===== src/rtl/scan_pkg.sv =====
// Shared constants and FSM state type for the lane scanner and its lane search.
package scan_pkg;

   localparam int unsigned LANES       = 8;
   localparam int unsigned IDX_W       = 3;
   localparam int unsigned DIV_DEFAULT = 4;

   typedef enum logic {
      IDLE = 1'b0,
      SCAN = 1'b1
   } state_t;

endpackage


===== src/rtl/lane_search.sv =====
// Combinational search for the next set mask bit strictly above cur, wrapping 7->0.
// With cur = LANES-1 the result is the lowest set bit of the mask.
module lane_search
   import scan_pkg::*;
(
   input  logic [LANES-1:0] mask,
   input  logic [IDX_W-1:0] cur,
   output logic [IDX_W-1:0] nxt,
   output logic             wrapped,
   output logic             any
);

   logic [IDX_W-1:0] lane;

   always_comb begin
      nxt  = '0;
      lane = '0;
      // Walk offsets from farthest to nearest so the nearest set lane is the last write.
      // Offset LANES truncates to cur itself, which covers the single-lane re-select.
      for (int unsigned i = LANES; i >= 1; i--) begin
         lane = IDX_W'(cur + IDX_W'(i));
         if (mask[lane]) begin
            nxt = lane;
         end
      end
      any     = |mask;
      wrapped = any && (nxt <= cur);
   end

endmodule


===== src/rtl/scan_index_seq.sv =====
// Round-robin lane index sequencer: holds each unmasked lane for DIV cycles and
// emits registered idx/idx_valid plus per-step (tick) and per-frame pulses.
module scan_index_seq
   import scan_pkg::*;
#(
   parameter int unsigned DIV = DIV_DEFAULT
)
(
   input  logic             clk,
   input  logic             rst,
   input  logic             en,
   input  logic [7:0]       mask,
   output logic [2:0]       idx,
   output logic             idx_valid,
   output logic             tick,
   output logic             frame_done
);

   localparam int unsigned      CNT_W    = (DIV > 1) ? $clog2(DIV) : 1;
   localparam logic [CNT_W-1:0] CNT_LAST = CNT_W'(DIV - 1);

   state_t           state_q, state_d;
   logic [CNT_W-1:0] cnt_q, cnt_d;
   logic [IDX_W-1:0] idx_q, idx_d;
   logic             valid_q, valid_d;
   logic             tick_q, tick_d;
   logic             frame_q, frame_d;

   logic [IDX_W-1:0] adv_nxt;
   logic             adv_wrapped;
   logic             adv_any;
   logic [IDX_W-1:0] entry_nxt;
   logic             entry_any;
   logic             entry_wrapped_unused;

   lane_search u_adv_search (
      .mask    (mask),
      .cur     (idx_q),
      .nxt     (adv_nxt),
      .wrapped (adv_wrapped),
      .any     (adv_any)
   );

   lane_search u_entry_search (
      .mask    (mask),
      .cur     (IDX_W'(LANES - 1)),
      .nxt     (entry_nxt),
      .wrapped (entry_wrapped_unused),
      .any     (entry_any)
   );

   always_ff @(posedge clk or posedge rst) begin
      if (rst) begin
         state_q <= IDLE;
      end else begin
         state_q <= state_d;
      end
   end

   always_comb begin
      state_d = state_q;
      unique case (state_q)
         IDLE: if (en && entry_any) state_d = SCAN;
         SCAN: if (!en || !adv_any) state_d = IDLE;
         default: state_d = IDLE;
      endcase
   end

   always_comb begin
      cnt_d   = cnt_q;
      idx_d   = idx_q;
      valid_d = valid_q;
      tick_d  = 1'b0;
      frame_d = 1'b0;
      unique case (state_q)
         IDLE: begin
            cnt_d = '0;
            if (en && entry_any) begin
               idx_d   = entry_nxt;
               valid_d = 1'b1;
            end else begin
               idx_d   = '0;
               valid_d = 1'b0;
            end
         end
         SCAN: begin
            // Exit wins over an advance landing on the same edge.
            if (!en || !adv_any) begin
               cnt_d   = '0;
               idx_d   = '0;
               valid_d = 1'b0;
            end else if (cnt_q == CNT_LAST) begin
               cnt_d   = '0;
               idx_d   = adv_nxt;
               tick_d  = 1'b1;
               frame_d = adv_wrapped;
            end else begin
               cnt_d = cnt_q + 1'b1;
            end
         end
         default: begin
            cnt_d   = '0;
            idx_d   = '0;
            valid_d = 1'b0;
         end
      endcase
   end

   always_ff @(posedge clk or posedge rst) begin
      if (rst) begin
         cnt_q   <= '0;
         idx_q   <= '0;
         valid_q <= 1'b0;
         tick_q  <= 1'b0;
         frame_q <= 1'b0;
      end else begin
         cnt_q   <= cnt_d;
         idx_q   <= idx_d;
         valid_q <= valid_d;
         tick_q  <= tick_d;
         frame_q <= frame_d;
      end
   end

   assign idx        = idx_q;
   assign idx_valid  = valid_q;
   assign tick       = tick_q;
   assign frame_done = frame_q;

endmodule


===== config.mk =====
export PLATFORM = sky130hd
export DESIGN_NAME = scan_index_seq
export DESIGN_NICKNAME = d
export VERILOG_FILES = /design/src/rtl/scan_pkg.sv /design/src/rtl/lane_search.sv /design/src/rtl/scan_index_seq.sv
export SDC_FILE = /design/constraint.sdc
export NUM_CORES = 1
export LEC_CHECK = 0
export BUFFER_PORTS_ARGS = -buffer_cell sky130_fd_sc_hd__clkbuf_2
export CAP_MARGIN = 20
export CORE_ASPECT_RATIO = 0.6
export CORE_MARGIN = 2
export CORE_UTILIZATION = 29
export DETAILED_ROUTE_END_ITERATION = 8
export HOLD_SLACK_MARGIN = 0.02
export PLACE_DENSITY_LB_ADDON = 0.2
export SLEW_MARGIN = 0
export SYNTH_ARGS = -nofsm -noshare
export SYNTH_HDL_FRONTEND = slang
export SYNTH_SLANG_ARGS = --single-unit

===== constraint.sdc =====
create_clock -name clk -period 3.55 [get_ports clk]
set_clock_uncertainty 0.05 [all_clocks]
set_input_delay 0.1775 -clock clk [delete_from_list [all_inputs] [get_ports clk]]
set_output_delay 0.1775 -clock clk [all_outputs]
set_load 0.02 [all_outputs]

==> impl_results.md <==
* Slew headroom at 0.6857
* DRC violations left at 0
* Num CTS Buffers at 3
* Die X at 94.62 microns
* Wire per inst at 17.03 microns
* Die height at 58.37 microns
* Async S/R FF share, synth at 1.000
* Final hold violation count at 0
* Critical Path Source Type: flip-flop
* Global-route wire length before repair at 6658 microns
* Crit-path max cell delay at 0.37 ns
* CP Class: flip-flop to flip-flop
* DRT iter0 DRCs at 72
* Setup TNS Final at 0 ns
* Cell Chain, Critical Path: buf_4, ha_1, xnor2_1, mux2i_2, nor2_1, a32o_1, nor4_2, nor3_2, ha_1, a21o_1, a21oi_1, a31oi_1, nor2_1
* CTS resizes at 0
* Worst R2R Start: idx[0]
* Slowest cell on crit path: dfrtp_1
* Clock Latency Late Sink at 0.24 ns
* CP Launch Point: idx[0]
* Max-slew violation count at 0
* Post-synth EDFFs at 0
* Ranking of synthesized cells by area: mux4_2, dfrtp_1, mux2i_1
* Post-Syn Area at 1429 sq um
* Yosys top cell area share at 0.1734
* Commonest non-fill, non-tap cell in the layout: clkbuf_2
* DIE AREA at 5523 sq um
* Clk Tree Root Cell: clkbuf_8
* Arrival time at the worst endpoint at 3.31 ns
* Share of cells above drive strength 1 at 0.2514
* Total Wirelength at 4052 microns
* Worst Hold Launch: en
* Worst-path clk slew at 0.05 ns
* Top Family by Delay on Critical Path: adder cells
* Worst Tran Pin Value at 0.4583 ns
* # diodes at 0
* Synth unique cells at 49
* Port bufs at 16
* CP endpoint kind: flip-flop
* RePlAce Congestion at 0.8437
* Via-per-instance ratio at 5.735
* Largest area contributor in the netlist: mux4_2
* Layout area overhead at 13.13%
* Number of global-route vias before repair at 1271
* Final nets at 193
* Pin count of the biggest net entering global routing at 19
* Number of max-cap violations at 0
* Most frequent cells in the layout: clkbuf_2, nor2_1, mux4_2, a21oi_1
* Mapped Avg Cell Area at 8.987 sq um
* Post-DP Area at 1562 sq um
* RSZ-0062 raised after global routing: no
* Final Setup Violations at 0
* Post-synthesis cell count at 159
* Period utilization at 0.9017
* # clock sinks at 9
* Initial antenna violation count at 0
* GRT overflow at 0
* Outcome: completed
* Worst path buffer plus inverter count at 1
* Syn nets at 176
* Ys flop type: dfrtp_1
* Design Power at 0.4976 mW
* Peak supply drop at 0.1243 mV
* Crit path max fanout at 18
* Via count at 1365
* FF+latch count, synth at 9
* Post-route design area at 1617 sq um
* Final ANT Viol Nets at 0
* Final HPWL DP at 3229 microns
* Final Util at 0.3469
* Initial cell density of the core at 0.3067
* Post-synthesis sequential area ratio at 0.1576
* Tot GR Track Use at 0.1564
* DRT Pass-1 Iters at 4
* Num ports at 17
* H-tree depth at 1
* YS warnings at 0
* Worst EP required at 3.66 ns
* Leak at 0.6565 nW
* HP Class: primary input to flip-flop
* Core area at 4659 sq um
* PD cells at 307.8 nW/um^2
* Clk buf depth at 2
* CTS tree: done
* Max Freq at 312.4 MHz
* FP Rows at 19
* Crit path time final at 3.201 ns
==> final timing paths <==
path | end | slack [ns] | cells after the start
max | frame_done | 0.35 | 13
min | state_q | 0.24 | 2
max reg2reg | frame_done | 0.35 | 13
min reg2reg | cnt_q[0] | 0.39 | 1
max in group asynchronous | idx[2] | 2.78 | 3
min in group asynchronous | idx_valid | 0.40 | 3
==> Yosys cell counts (3+ instances only) <==
master    count
nand2_1       7
nor2b_1       3
nor3_1        5
a21oi_1      10
buf_2         3
dfrtp_1       9
and3_1        3
nand3_1       7
clkbuf_1      4
nand3b_1      3
and2_1        3
mux2i_1       8
xnor2_1       3
o21ai_0       3
buf_6         3
mux4_2       11
nor2_1       14
inv_1         9
ha_1          6
o211ai_1      3
mux2_2        4
o21ai_1       5
==> state kept, by name, summed over array words and instances, names as in the netlist <==
signal and count:
frame_done 1, state_q 1, tick 1, cnt_q 2
idx 3, idx_valid 1
==> area by class of cell <==
cell class              instances  area (sq um)
flip-flops and latches          9         225.2
fillers                       492          3043
repair buffers                 22         127.6
inverters                       9         33.78
multi-input cells             131          1106
clock buffers                   4         45.04
well taps                      63         78.83
==> stage by stage <==
| step | instances | hold WS, ns | setup slack [ns] |
|---|---|---|---|
| 2_1_floorplan | 159 | -0.04458 | 0.08051 |
| 3_3_place_gp | 233 | 0.08269 | 0.4186 |
| 3_5_place_dp | 233 | 0.1016 | 0.4142 |
| 4_1_cts | 238 | 0.2291 | 0.3873 |
| 5_1_grt | 238 | 0.2476 | 0.1677 |
| 6_report | 238 | 0.2357 | 0.3490 |
==> cells by family (layout without fill, tap and decap cells) <==
| group | Yosys count | in the layout | share of synthesized area |
|---|---|---|---|
| simple gates | 54 | 54 | 0.2023 |
| buf+inv | 19 | 35 | 0.06829 |
| xor+xnor | 3 | 3 | 0.01839 |
| fa+ha+maj | 6 | 6 | 0.05254 |
| flops | 9 | 9 | 0.1576 |
| compound gates | 42 | 42 | 0.2023 |
| mux | 26 | 26 | 0.2986 |
==> worst register-to-register path, cell delays in order (launching register included) <==
cell and delay, ns:
dfrtp_1 0.37, buf_4 0.22, ha_1 0.30, xnor2_1 0.37, mux2i_2 0.34, nor2_1 0.11, a32o_1 0.24, nor4_2 0.29
nor3_2 0.08, ha_1 0.30, a21o_1 0.17, a21oi_1 0.13, a31oi_1 0.05, nor2_1 0.09
==> metal layers <==
metal	track usage	routed length, microns
met3	0.03457	368
met5	0	0
met1	0.2651	2084
met2	0.1935	1580
met4	0.03313	19
==> repair_timing <==
item                                    4_1_cts  5_1_grt
buffers inserted                              0        0
endpoints found under the hold margin         9        0
hold buffers                                  1        0
endpoints found under the setup margin        0        0
==> power breakdown <==
part           switching, mW  internal [mW]
registers            0.00363          0.107
clock network         0.0430         0.0785
logic                  0.149          0.116
Note: power is estimated with default switching activity, not from simulation.
